**src/rtl/cache_arbiter_pkg.sv**
```systemverilog
// rv32i_types: shared cache-side types, including the arbiter's FSM state and grant owner.
package rv32i_types;
    typedef logic [255:0] cacheline_t;
    typedef enum logic [1:0] {IDLE, SERVE_I, SERVE_D} arb_state_t;
    typedef enum logic {GRANT_I, GRANT_D} grant_t;
endpackage

```
**src/rtl/cache_arbiter_if.sv**
```systemverilog
// cache_arbiter_if: I-cache, D-cache and adaptor line ports seen by the arbiter.
interface cache_arbiter_if #(parameter int LINE_W = 256, parameter int ADDR_W = 32);
    logic [ADDR_W-1:0] i_address;
    logic              i_read;
    logic [LINE_W-1:0] i_rdata;
    logic              i_resp;
    logic [ADDR_W-1:0] d_address;
    logic              d_read;
    logic              d_write;
    logic [LINE_W-1:0] d_wdata;
    logic [LINE_W-1:0] d_rdata;
    logic              d_resp;
    logic [ADDR_W-1:0] mem_address;
    logic              mem_read;
    logic              mem_write;
    logic [LINE_W-1:0] mem_wdata;
    logic [LINE_W-1:0] mem_rdata;
    logic              mem_resp;
    modport slave (
        input  i_address, i_read, d_address, d_read, d_write, d_wdata, mem_rdata, mem_resp,
        output i_rdata, i_resp, d_rdata, d_resp, mem_address, mem_read, mem_write, mem_wdata
    );
    modport master (
        output i_address, i_read, d_address, d_read, d_write, d_wdata, mem_rdata, mem_resp,
        input  i_rdata, i_resp, d_rdata, d_resp, mem_address, mem_read, mem_write, mem_wdata
    );
endinterface

```
**src/rtl/cache_arbiter_grant_sel.sv**
```systemverilog
// arb_grant_sel: picks I or D from the pending requests; ties go to D, or alternate when RR=1.
module arb_grant_sel
    import rv32i_types::*;
#(
    parameter bit RR = 1'b0
) (
    input  logic   i_req,
    input  logic   d_req,
    input  grant_t last_grant,
    output logic   grant_i,
    output logic   grant_d
);
    assign grant_d = d_req && (!i_req || !RR || last_grant == GRANT_I);
    assign grant_i = i_req && !grant_d;
endmodule

```
**src/rtl/cache_arbiter.sv**
```systemverilog
// cache_arbiter: shares the single line-granularity memory port between I-cache and D-cache.
module cache_arbiter
    import rv32i_types::*;
#(
    parameter int LINE_W = 256,
    parameter int ADDR_W = 32,
    parameter bit RR     = 1'b0
) (
    input logic            clk,
    input logic            rst,
    cache_arbiter_if.slave bus
);
    arb_state_t        state, next;
    grant_t            last_grant;
    logic              grant_i, grant_d, start, done;
    logic [ADDR_W-1:0] addr_q;
    logic [LINE_W-1:0] wdata_q;
    logic              read_q, write_q;

    arb_grant_sel #(.RR(RR)) u_sel (
        .i_req      (bus.i_read),
        .d_req      (bus.d_read || bus.d_write),
        .last_grant (last_grant),
        .grant_i    (grant_i),
        .grant_d    (grant_d)
    );

    assign start = state == IDLE && (grant_i || grant_d);
    assign done  = state != IDLE && bus.mem_resp;

    always_ff @(posedge clk) begin
        state <= rst ? IDLE : next;
    end

    always_comb begin
        next = (state == IDLE) ? (grant_d ? SERVE_D : grant_i ? SERVE_I : IDLE)
                               : (bus.mem_resp ? IDLE : state);
    end

    always_comb begin
        bus.i_resp      = state == SERVE_I && bus.mem_resp;
        bus.d_resp      = state == SERVE_D && bus.mem_resp;
        bus.i_rdata     = bus.mem_rdata;
        bus.d_rdata     = bus.mem_rdata;
        bus.mem_address = addr_q;
        bus.mem_read    = read_q;
        bus.mem_write   = write_q;
        bus.mem_wdata   = wdata_q;
    end

    // Command is frozen at grant so later requester changes cannot disturb the adaptor.
    always_ff @(posedge clk) begin
        if (rst) begin
            addr_q     <= '0;
            wdata_q    <= '0;
            read_q     <= 1'b0;
            write_q    <= 1'b0;
            last_grant <= GRANT_I;
        end else if (start) begin
            addr_q  <= grant_d ? bus.d_address : bus.i_address;
            wdata_q <= grant_d ? bus.d_wdata : '0;
            read_q  <= grant_i || !bus.d_write;
            write_q <= grant_d && bus.d_write;
        end else if (done) begin
            read_q     <= 1'b0;
            write_q    <= 1'b0;
            last_grant <= (state == SERVE_D) ? GRANT_D : GRANT_I;
        end
    end

    assert property (@(posedge clk) disable iff (rst) !(bus.d_read && bus.d_write));
endmodule

```
**src/flat_wrapper.sv**
```systemverilog
// flat-port wrapper written by rule: the top's interface ports become plain ports
module cache_arbiter_flat import rv32i_types::*;
#(
    parameter int LINE_W = 256,
    parameter int ADDR_W = 32,
    parameter bit RR     = 1'b0
)
  (clk, rst, bus_i_address, bus_i_read, bus_d_address, bus_d_read, bus_d_write, bus_d_wdata, bus_mem_rdata, bus_mem_resp, bus_i_rdata, bus_i_resp, bus_d_rdata, bus_d_resp, bus_mem_address, bus_mem_read, bus_mem_write, bus_mem_wdata);
  cache_arbiter_if #(.LINE_W(LINE_W), .ADDR_W(ADDR_W)) bus_i ();
  input logic clk;
  input logic rst;
  input wire logic [$bits(bus_i.i_address)-1:0] bus_i_address;
  input wire logic [$bits(bus_i.i_read)-1:0] bus_i_read;
  input wire logic [$bits(bus_i.d_address)-1:0] bus_d_address;
  input wire logic [$bits(bus_i.d_read)-1:0] bus_d_read;
  input wire logic [$bits(bus_i.d_write)-1:0] bus_d_write;
  input wire logic [$bits(bus_i.d_wdata)-1:0] bus_d_wdata;
  input wire logic [$bits(bus_i.mem_rdata)-1:0] bus_mem_rdata;
  input wire logic [$bits(bus_i.mem_resp)-1:0] bus_mem_resp;
  output wire logic [$bits(bus_i.i_rdata)-1:0] bus_i_rdata;
  output wire logic [$bits(bus_i.i_resp)-1:0] bus_i_resp;
  output wire logic [$bits(bus_i.d_rdata)-1:0] bus_d_rdata;
  output wire logic [$bits(bus_i.d_resp)-1:0] bus_d_resp;
  output wire logic [$bits(bus_i.mem_address)-1:0] bus_mem_address;
  output wire logic [$bits(bus_i.mem_read)-1:0] bus_mem_read;
  output wire logic [$bits(bus_i.mem_write)-1:0] bus_mem_write;
  output wire logic [$bits(bus_i.mem_wdata)-1:0] bus_mem_wdata;
  assign bus_i.i_address = bus_i_address;
  assign bus_i.i_read = bus_i_read;
  assign bus_i.d_address = bus_d_address;
  assign bus_i.d_read = bus_d_read;
  assign bus_i.d_write = bus_d_write;
  assign bus_i.d_wdata = bus_d_wdata;
  assign bus_i.mem_rdata = bus_mem_rdata;
  assign bus_i.mem_resp = bus_mem_resp;
  assign bus_i_rdata = bus_i.i_rdata;
  assign bus_i_resp = bus_i.i_resp;
  assign bus_d_rdata = bus_i.d_rdata;
  assign bus_d_resp = bus_i.d_resp;
  assign bus_mem_address = bus_i.mem_address;
  assign bus_mem_read = bus_i.mem_read;
  assign bus_mem_write = bus_i.mem_write;
  assign bus_mem_wdata = bus_i.mem_wdata;
  cache_arbiter #(.LINE_W(LINE_W), .ADDR_W(ADDR_W), .RR(RR)) u_core (.clk(clk), .rst(rst), .bus(bus_i));
endmodule
```
**config.mk**
```make
export PLATFORM = sky130hd
export DESIGN_NAME = cache_arbiter_flat
export DESIGN_NICKNAME = d
export VERILOG_FILES = /design/src/rtl/cache_arbiter_pkg.sv /design/src/rtl/cache_arbiter_if.sv /design/src/rtl/cache_arbiter_grant_sel.sv /design/src/rtl/cache_arbiter.sv /design/src/flat_wrapper.sv
export SDC_FILE = /design/constraint.sdc
export NUM_CORES = 1
export LEC_CHECK = 0
export CAP_MARGIN = 20
export CORE_AREA = 5 5 540 542
export DETAILED_ROUTE_END_ITERATION = 6
export DIE_AREA = 0 0 545 547
export GPL_TIMING_DRIVEN = 0
export HOLD_SLACK_MARGIN = 0.12
export PLACE_DENSITY = 0.33
export REMOVE_ABC_BUFFERS = 1
export SYNTH_ARGS = -nofsm -noshare
export SYNTH_HDL_FRONTEND = slang
export SYNTH_SLANG_ARGS = --single-unit
export TNS_END_PERCENT = 1
```
**constraint.sdc**
```tcl
create_clock -name clk -period 1.5 [get_ports clk]
set_input_delay 0.15 -clock clk [delete_from_list [all_inputs] [get_ports clk]]
set_output_delay 0.15 -clock clk [all_outputs]
set_load 0.01 [all_outputs]
```
-- After elaboration in Yosys (flattened, before gate mapping)
Cells that the tools add are included.
- register bits after elaboration: 292
- bits in latches: 0
- bits in writable memories: 0
- bits in read-only memories: 0
- input port bits: 582
- output and inout bits: 804
- logic and storage cells: 31
- memories: 0
- $add $sub $neg: 0
- multipliers: 0
- divide/modulo/power cells: 0
- magnitude comparators: 0
- eq/ne operators: 2
- shift operators: 0
- mux-type cells: 9
- bitwise gates (word level): 0
- reductions and logical operators: 15
- operator list (operator ; number):
    $mux 256 ; 1
    $mux 32 ; 1
    $logic_and 1x1->1 ; 6
    $mux 2 ; 3
    $reduce_bool 2->1 ; 3
    $mux 1 ; 4
    $logic_or 1x1->1 ; 3
    $eq 2x1->1 const B ; 1
    $eq 2x2->1 const B ; 1
    $logic_not 1->1 ; 2
    $logic_not 2->1 ; 1

-- Logic depth before layout (Yosys ltp)
- depth after elaboration: 6
- depth in mapped cells: 7
- gate-level depth less buffers: 3

-- Hierarchy
Synthesis repeated with hierarchy kept, for this count alone.
- cells, all modules: 1832
- area total of the unflattened synthesis: 14690.3 µm²
- by module, submodules not included (module ; times used ; cells an instance ; area each (µm²) ; sequential area each (µm²)):
    cache_arbiter ; 1 ; 1830 ; 14669.1 ; 5865.6
    arb_grant_sel ; 1 ; 2 ; 21.3 ; 0.0

-- Worst setup path before layout
OpenSTA, ideal clock, no wires.
- kind: register to register
- from: register u_core.state[1]
- to: register u_core.addr_q[15] (netlist: u_core.bus.mem_address[15])
- setup time: 0.091 ns
- data arrival time: 1.384 ns
- data required time: 1.409 ns
- path slack: 0.025 ns
- stages on the path, launching flop included: 6
- path buffers: 2
- period minus slack after synthesis: 1.475 ns
- cells stage by stage: dfxtp_1 nor2_1 buf_2 clkbuf_1 a21oi_1 a311oi_1
- cells in the longest elaborated chain, start to end: 2
- RTL lines (what ; RTL line ; RTL):
    from (decl) ; cache_arbiter.sv:13 ; arb_state_t state, next;
    from (signal assigned) ; cache_arbiter.sv:32 ; state <= rst ? IDLE : next;
    $logic_not 2->1 ; cache_arbiter.sv:28 ; assign start = state == IDLE && (grant_i || grant_d);
    $logic_and 1x1->1 ; cache_arbiter.sv:28 ;
    to (signal assigned) ; cache_arbiter.sv:60 ; addr_q <= grant_d ? bus.d_address : bus.i_address;
    to (decl) ; cache_arbiter.sv:16 ; logic [ADDR_W-1:0] addr_q;
No other way between the ends.
A chain may end at the register's enable or synchronous reset.

-- Worst setup path after layout
- from: register u_core.state[0]
- to: register u_core.wdata_q[56] (netlist: u_core.bus.mem_wdata[56])
- cells in the longest elaborated chain, start to end: 2
- RTL lines (what ; RTL line ; RTL):
    $logic_not 2->1 ; cache_arbiter.sv:28 ;
    $logic_and 1x1->1 ; cache_arbiter.sv:28 ;
    to (signal assigned) ; cache_arbiter.sv:61 ; wdata_q <= grant_d ? bus.d_wdata : '0;
    to (decl) ; cache_arbiter.sv:17 ; logic [LINE_W-1:0] wdata_q;
No other way between the ends.

==> key figures <==
Run status
  – Status: complete, but fails checks
  – Failing checks: negative setup slack

Timing
  – Final hold vios: 0
  – Fmax: 543 MHz
  – Final TNS setup: -47.54 ns
  – Worst relative slew slack: 22.1%
  – # setup viols final: roughly 260
  – Least-Margin Pin Slew: ~1.2 ns
  – Tcrit/Tclk final: 123%
  – Post-route clock skew: 0.0581 ns
  – Max-slew violation count: 0
  – Minimum hold slack: 0.197 ns
  – Setup WS post-layout: -0.342 ns
  – Tmin final: 1.84 ns
  – RSZ-0062 raised after global routing: true

Pwr
  – P_sw: between 0.008 and 0.009 W
  – Power share of the clock group: 41.6%
  – Combinational share of power: between 20 and 25%
  – Internal: 0.0179 W
  – Peak supply drop: 0.864 mV
  – PD cells: 1010 nW/um2
  – Seq pwr share: 33.7%
  – Static leakage: 9.88 nW
  – Sw frac: 32.1%

Setup path
  – CP top delay family: buffers and inverters
  – Reg2Reg Launch Point: u_core.state[0]$_SDFFE_PP0P_
  – Crit path cell chain: nor4_4 -> buf_12 -> buf_12 -> buf_12 -> buf_12 -> buf_12 -> buf_12 -> buf_12 -> buf_12 -> buf_12 -> a22o_1
  – Slowest Stage Delay on Critical Path: 0.38 ns
  – Worst Reg-to-Reg Cells: 11
  – Startpoint Class: register
  – Crit. End Element: register
  – Critical-path top delay cell: dfxtp_4
  – Crit path launch: u_core.state[0]$_SDFFE_PP0P_
  – Most frequent CP cell: buf_12
  – Worst Path Max Fanout: 17
  – WP data required: 2.08 ns
  – Critical path type: register to register
  – Stages on worst setup path: 11
  – Critical path data arrival time: 2.43 ns
  – CP Buf/Inv Count: 9

Routing
  – Wire per inst: 55.9 um
  – Final wirelength: 315000 um
  – Pre-Repair DR Iteration Count: 6
  – Post-route DRC: 0
  – ANT nets after route: 0
  – Via density per instance: 2.58
  – Initial drt markers: 1338
  – Vias after detailed routing: 14574

Global route
  – First-pass GRT wire length: between 300000 and 400000 um
  – Pin count of the biggest net entering global routing: 35
  – Met3 Use GR: 28.5%
  – GR Util met2: between 30% and 40%
  – Initial antenna violation count: around 150
  – Met1 Use GR: 11.4%
  – Grt peak-use layer: met2
  – Vias in the first global route: 13042
  – Total grt overflow: 0
  – Gr usage total: 20.2%

CTS
  – Max Root-Sink Buffers: 3
  – CTS tree: yes
  – Clock Pin Slew Worst Setup and Hold Paths: 0.05 ns
  – CTS root buf: clkbuf_16
  – Clock Sinks: 292
  – H-tree levels: 2
  – Worst-skew pair later-pin latency: 0.70 ns
  – CTS buffer count: 45

Place
  – GP Congestion: 0.896
  – Post-DP HPWL: 277000 um
  – Number of port buffers: 617

Finish
  – Multi-input gate area in the final layout: about 3100 um2
  – Layout cells sized above 1: about a quarter
  – Most common cell after layout, fill and taps aside: dlygate4sd3_1
  – Layout overhead on the synthesized area: 95.5%
  – Commonest non-fill, non-tap cells in the layout: dlygate4sd3_1, clkdlybuf4s50_1, dfxtp_1
  – Fillcell total: 33114
  – Sequential Area: between 5000 and 6000 um2
  – Final net count: 2391

Floorplanning
  – Rows: 197
  – Initial Util: 4.64%
  – Die Span Y: 547 um
  – I/O pin count: ~1400
  – Full die area: 298000 um2
  – CORE AREA: 286000 um2
  – Die width: 545 um

Synthesis
  – Post-synth cell types: 24
  – Synth Register Bits: 292
  – Share of the synthesized area in the top cell type: 43.9%
  – Synth top area cells: dfxtp_1, buf_4, a22o_1
  – YS warnings: 0
  – Synth area leader: dfxtp_1
  – Syn Area/Cell: between 10 and 15 um2
  – Post-Syn Instances: 1293
  – Mapped Area: 13300 um2
  – Register area share after synthesis: a little over two fifths

Flow run
  – Maxcap violations: 0

Worst hold path
  – Hold_sp: bus_d_write
  – Hold Crit Class: input pin to register
  – Hold depth: 5
## final cells by class
class | instances | area share [%]
antenna | 14 | 0.135
clock buffer | 64 | 4.80
clock inverter | 17 | 0.842
inverter | 1 | 0.0144
multi-input combinational | 405 | 12.1
sequential | 292 | 22.6
tap | 3781 | 18.2
timing repair buffer | 1064 | 41.3
## sequential cells by signal (all words and copies together), names as in the netlist
name / flops
u_core.bus.mem_address: 32
u_core.bus.mem_read: 1
u_core.bus.mem_wdata: 256
u_core.bus.mem_write: 1
u_core.state: 2
## worst reg2reg max path, stage by stage, from the launching register on
cell	delay [ns]
dfxtp_4	0.38
nor4_4	0.06
buf_12	0.14
buf_12	0.13
buf_12	0.12
buf_12	0.12
buf_12	0.12
buf_12	0.13
buf_12	0.13
buf_12	0.12
buf_12	0.14
a22o_1	0.19
## synthesized netlist by cell type, drive strengths merged
master and instances:
nand3b 1, a311oi 32, inv 1, nor3 1, nor4 1, a21oi 35, or3 1, nand4b 1
a22o 256, buf 550, a32oi 1, dfxtp 292, a31oi 1, nand2 35, nor3b 1, nor2 4
clkbuf 45, o21ai 33, nor4b 1, and2 1
## worst paths after layout
| kind | endpoint | slack, ns |
|---|---|---|
| worst min-delay path | u_core.bus.mem_address[17]$_SDFFE_PP0P_ | 0.20 |
| worst max-delay path | u_core.bus.mem_wdata[56]$_SDFFE_PP0P_ | -0.34 |
| worst max register to register | u_core.bus.mem_wdata[56]$_SDFFE_PP0P_ | -0.34 |
| worst min register to register | u_core.bus.mem_wdata[125]$_SDFFE_PP0P_ | 0.47 |
## power groups by stage
stage	combinational (W)	clock, W	sequential (W)
final	0.00652	0.0110	0.00889
after global routing	0.00704	0.0118	0.00896
after CTS	0.00661	0.0116	0.00888
after detailed placement	0.00548	0	0.00901
after global placement	0.00480	0	0.00878
after floorplan	0.00116	0	0.00926
## metrics by stage
step | area, um2 | total power [W] | cells | setup WS (ns) | util, %
detailed placement | 20500 | 0.0145 | 5131 | -2.13 | 7.14
CTS | 25700 | 0.0271 | 5588 | -0.400 | 8.97
global placement | 19900 | 0.0136 | 5096 | -24.12 | 6.93
global route | 26000 | 0.0278 | 5635 | -0.391 | 9.08
finish | 26000 | 0.0264 | 5638 | -0.342 | 9.08
floorplan | 8950 | 0.0104 | 698 | -10.12 | -
## cell families (layout without fill, tap and decap cells)
logic type | Yosys count | count (layout) | share of synthesized area (%)
AOI/OAI and AO/OA | 358 | 358 | 21.7
and+or+nand+nor | 47 | 47 | 1.57
DFF | 292 | 292 | 43.9
other | 0 | 14 | 0
buffers and inverters | 596 | 1146 | 32.8
## timing repair
item,CTS,global route
hold endpoints to repair,291,0
pin swaps,9,87
setup buffers,19,29
gates cloned,2,6
resized for setup,915,412
hold buffers,355,0
setup endpoints to repair,582,428
## per-layer routing
metal | wire length (um) | part of all wire, %
met1 | 65300 | 21
met2 | 136000 | 43
met3 | 91800 | 29
met4 | 15100 | 4.8
met5 | 6860 | 2.2
Power figures use the tool's default switching activity.
